File: src/rtl/led_code_sequencer.sv
// led_code_sequencer: flashes i+1 LED pulses for each latched request from source i, round-robin.
module led_code_sequencer #(
  parameter int PRESCALE  = 1000000,
  parameter int ON_TICKS  = 2,
  parameter int OFF_TICKS = 2,
  parameter int GAP_TICKS = 8
) (
  input  logic       clk,
  input  logic       rst,
  input  logic       en,
  input  logic [3:0] req,
  input  logic       force_on,
  output logic       led,
  output logic       busy,
  output logic [1:0] active_id,
  output logic       done
);
  typedef enum logic [1:0] {IDLE, ON, OFF, GAP} state_t;
  state_t state, state_n;
  logic [23:0] pre;
  logic [7:0] tcnt;
  logic [2:0] pulses, pulses_n;
  logic [3:0] req_q, pending, clr;
  logic [1:0] last_id, last_n, id_n, grant;
  logic tick, done_n;
  assign tick = pre == 24'(PRESCALE - 1);
  assign busy = state != IDLE;
  // Descending scan so the nearest pending source after last_id wins.
  always_comb begin
    grant = last_id;
    for (int k = 4; k > 0; k--)
      if (pending[last_id + 2'(k)]) grant = last_id + 2'(k);
  end
  always_comb begin
    state_n  = state;
    pulses_n = pulses;
    id_n     = active_id;
    last_n   = last_id;
    clr      = '0;
    done_n   = 1'b0;
    if (!en) state_n = IDLE;
    else if (tick)
      case (state)
        IDLE: if (|pending) begin
          state_n  = ON;
          id_n     = grant;
          pulses_n = 3'(grant) + 3'd1;
        end
        ON: if (tcnt == 8'(ON_TICKS - 1)) begin
          state_n  = OFF;
          pulses_n = pulses - 3'(pulses != 3'd0);
        end
        OFF: if (tcnt == 8'(OFF_TICKS - 1)) state_n = pulses != 3'd0 ? ON : GAP;
        GAP: if (tcnt == 8'(GAP_TICKS - 1)) begin
          state_n        = IDLE;
          done_n         = 1'b1;
          clr[active_id] = 1'b1;
          last_n         = active_id;
        end
        default: state_n = IDLE;
      endcase
  end
  always_ff @(posedge clk or posedge rst)
    if (rst) begin
      state     <= IDLE;
      led       <= 1'b0;
      done      <= 1'b0;
      active_id <= 2'd0;
      last_id   <= 2'd3;
      pending   <= '0;
      pre       <= '0;
      tcnt      <= '0;
      pulses    <= '0;
      req_q     <= '0;
    end else begin
      state     <= state_n;
      led       <= force_on | (state_n == ON);
      done      <= done_n;
      active_id <= id_n;
      last_id   <= last_n;
      pending   <= (pending & ~clr) | (req & ~req_q);
      pre       <= tick ? '0 : pre + 24'd1;
      tcnt      <= state_n != state ? '0 : tcnt + 8'(tick);
      pulses    <= pulses_n;
      req_q     <= req;
    end
endmodule

File: config.mk
export PLATFORM = sky130hd
export DESIGN_NAME = led_code_sequencer
export DESIGN_NICKNAME = d
export VERILOG_FILES = /design/src/rtl/led_code_sequencer.sv
export SDC_FILE = /design/constraint.sdc
export NUM_CORES = 1
export LEC_CHECK = 0
export BUFFER_PORTS_ARGS = -buffer_cell sky130_fd_sc_hd__buf_2
export CAP_MARGIN = 20
export CORE_MARGIN = 2
export CORE_UTILIZATION = 40
export CTS_CLUSTER_SIZE = 16
export DETAILED_ROUTE_END_ITERATION = 8
export RECOVER_POWER = 25
export SLEW_MARGIN = 40
export SYNTH_ARGS = -nofsm -noshare
export SYNTH_HDL_FRONTEND = slang
export SYNTH_SLANG_ARGS = --single-unit
export TNS_END_PERCENT = 1
File: constraint.sdc
create_clock -name clk -period 3.3 [get_ports clk]
set_input_delay 0.66 -clock clk [delete_from_list [all_inputs] [get_ports clk]]
set_output_delay 0.66 -clock clk [all_outputs]
set_load 0.03 [all_outputs]
==> impl_metrics.ini <==
[status]
status = finished with violations
violations = max-capacitance violations, max-slew violations

[critical_path]
crit_path_max_fanout = 9
crit_family = simple AND/OR/NAND/NOR gates
crit_required_ns = 3.48
cpMostUsedCell = ha_1
slowest_delay_ns = 0.42
endpoint_kind = register
crit_type = register to register
critPathBufInv = 1
crit_chain = ha_1, and3_2, nand3_1, or2_1, inv_4, ha_1, ha_1, and3_1, nand3_1, xor2_1, nor2_1
worstPathArrival_ns = 2.71
cpMaxStageDelayCell = dfrtp_1
start_kind = register

[clock_tree]
cts_setup_buffers = 0
holdBufCountCts = 0
cts_buffers = 5
clock_latency_ns = 0.31
h-tree-depth = 2
post_cts_resized = 0
cts.sinks = 51
root_buffer = clkbuf_8
clock_path_buffers = 2
cts_tree = done
clk_pin_slew_worst_paths_ns = 0.10

[floorplan]
core_area_um2 = 6390
die_y_um = 85.5
chipWidth_um = 85.5
start_util = 0.416
top_level_ports = 13
die_area_um2 = 7300
num_rows = 29

[timing]
setup_viol = 0
fin_crit_sh = 0.768
drv_slew = 52
fin_worst_skew_ns = 0.00947
hold-worst-slack_ns = 0.419
fin_tns_setup_ns = 0
layout_min_cycle_time_ns = 2.54
slew_headroom = -0.421
rsz0062_at_grt = no
clock.fmax_ghz = 0.394
hold_viol = 0
worst_slew_pin_slew_ns = 2.12

[layout]
antenna_cells = 0
final_common_cell = dfrtp_1
area_growth_pct = 7.35
num-fill-cells = 604
drive_gt1_frac = 0.132
final_core_util = 0.446
final_cell_mix = dfrtp_1 (49), nor2_1 (31), inv_1 (18)
final_nets = 286

[global_routing]
grt_pass1_wl_um = 8720
antenna_found_initial = 0
grt_pass1_vias = 1875
grt_max_degree = 52
grt_remaining_overflow = 0
grt_use_total = 0.149

[power]
p_per_area_nw_per_um2 = 353
p_leak_uw = 0.00131
ir_worst_vdd_uv = 185
power.total_uw = 1010

[synth]
async_reset_ff_frac = 1.00
ys.flop_type = dfrtp_1
synth_top_family_by_area = simple AND/OR/NAND/NOR gates
yosys_warnings = 0
synth.distinct_cells = 51
syn-cell-area_um2 = 2650
synth_fa_ha_area_frac = 0.0283
synth_edf_count = 0
syn_inst = 260
synth_xor_area_frac = 0.0825
yosys.area_share.simple = 0.223
avgSynthCellArea_um2 = 10.2
synth-compound-area-share = 0.0792
synth-seq-cells = 51
syn_nets = 274
synth_seq_area_share = 0.482
synth_mux_area_frac = 0.0547

[job]
cap_viol_max_count = 1

[place]
dp_hpwl_um = 3500
io_buffers = 12
gp_congestion = 0.803

[detailed_routing]
num_vias = 1870
dr.pass1.iters = 4
antenna_left = 0
wl_um = 4890
drc = 0
drt-wirelength-per-cell_um = 14.0
viasPerCell = 5.34
drt_iter0_markers = 74

[hold_path]
hp-class = register to register
## state kept, by name (all words and copies together), names as in the netlist
name,count
pre,24
tcnt,8
pending,4
req_q,4
pulses,3
active_id,2
last_id,2
state,2
done,1
led,1
## where the power goes
| group | switching (uW) | internal (uW) | leakage (uW) | total, uW |
|---|---|---|---|---|
| registers | 0.779 | 628 | 0.000643 | 628 |
| logic | 17.3 | 4.65 | 0.000621 | 22.0 |
| clock network | 206 | 150 | 0.0000483 | 356 |
## Yosys cell counts (all sizes together) (4+ instances only)
cell type / instances / share of area
dfrtp: 49 / 0.46
nor2: 31 / 0.044
inv: 20 / 0.029
nand3: 14 / 0.026
nand2: 13 / 0.018
xnor2: 13 / 0.043
xor2: 12 / 0.040
nand4: 10 / 0.029
mux2i: 7 / 0.026
o21ai: 7 / 0.013
and4: 6 / 0.020
ha: 6 / 0.028
mux2: 6 / 0.028
nor3: 6 / 0.011
a21oi: 5 / 0.0094
buf: 5 / 0.017
nor4: 5 / 0.012
and2: 4 / 0.0094
and3: 4 / 0.010
## through the flow
step	worst slack (ns)	instance area, um^2	instances
2_1_floorplan	1.02	2650	260
3_3_place_gp	0.860	2760	342
3_5_place_dp	0.793	2770	342
4_1_cts	0.754	2850	350
5_1_grt	0.501	2850	350
6_report	0.764	2850	350
## routing by layer
metal | up-vias | GRT usage | share of wire
li1 | 934 | - | -
met1 | 901 | 0.210 | 0.52
met2 | 29 | 0.221 | 0.42
met3 | 6 | 0.0379 | 0.040
met4 | 0 | 0.0534 | 0.014
met5 | - | 0 | 0
## area by class of cell
class | instances | area (um^2) | area share
well taps | 77 | 96.3 | 0.0338
flip-flops and latches | 51 | 1280 | 0.449
repair buffers | 13 | 65.1 | 0.0228
multi-input cells | 181 | 1240 | 0.436
clock buffers | 5 | 68.8 | 0.0242
inverters | 20 | 78.8 | 0.0277
clock inverters | 3 | 18.8 | 0.00659
## final timing paths
path	startpoint	to	slack (ns)	cells after the start
worst max register to register	pre[0]	tcnt[6]	0.76	11
min in group asynchronous	rst	pre[13]	0.89	2
worst max-delay path	pre[0]	tcnt[6]	0.76	11
max in group asynchronous	rst	pre[23]	1.42	2
worst min-delay path	req_q[0]	pending[0]	0.42	1
worst min register to register	req_q[0]	pending[0]	0.42	1
## kinds of logic after synthesis
group | count (synthesis)
flip-flops | 51
multiplexers | 13
AO/OA/AOI/OAI | 30
XOR/XNOR | 25
adder cells (fa/ha/maj) | 6
AND/OR/NAND/NOR | 107
buffers and inverters | 28
Note: power is estimated with default switching activity, not from simulation.
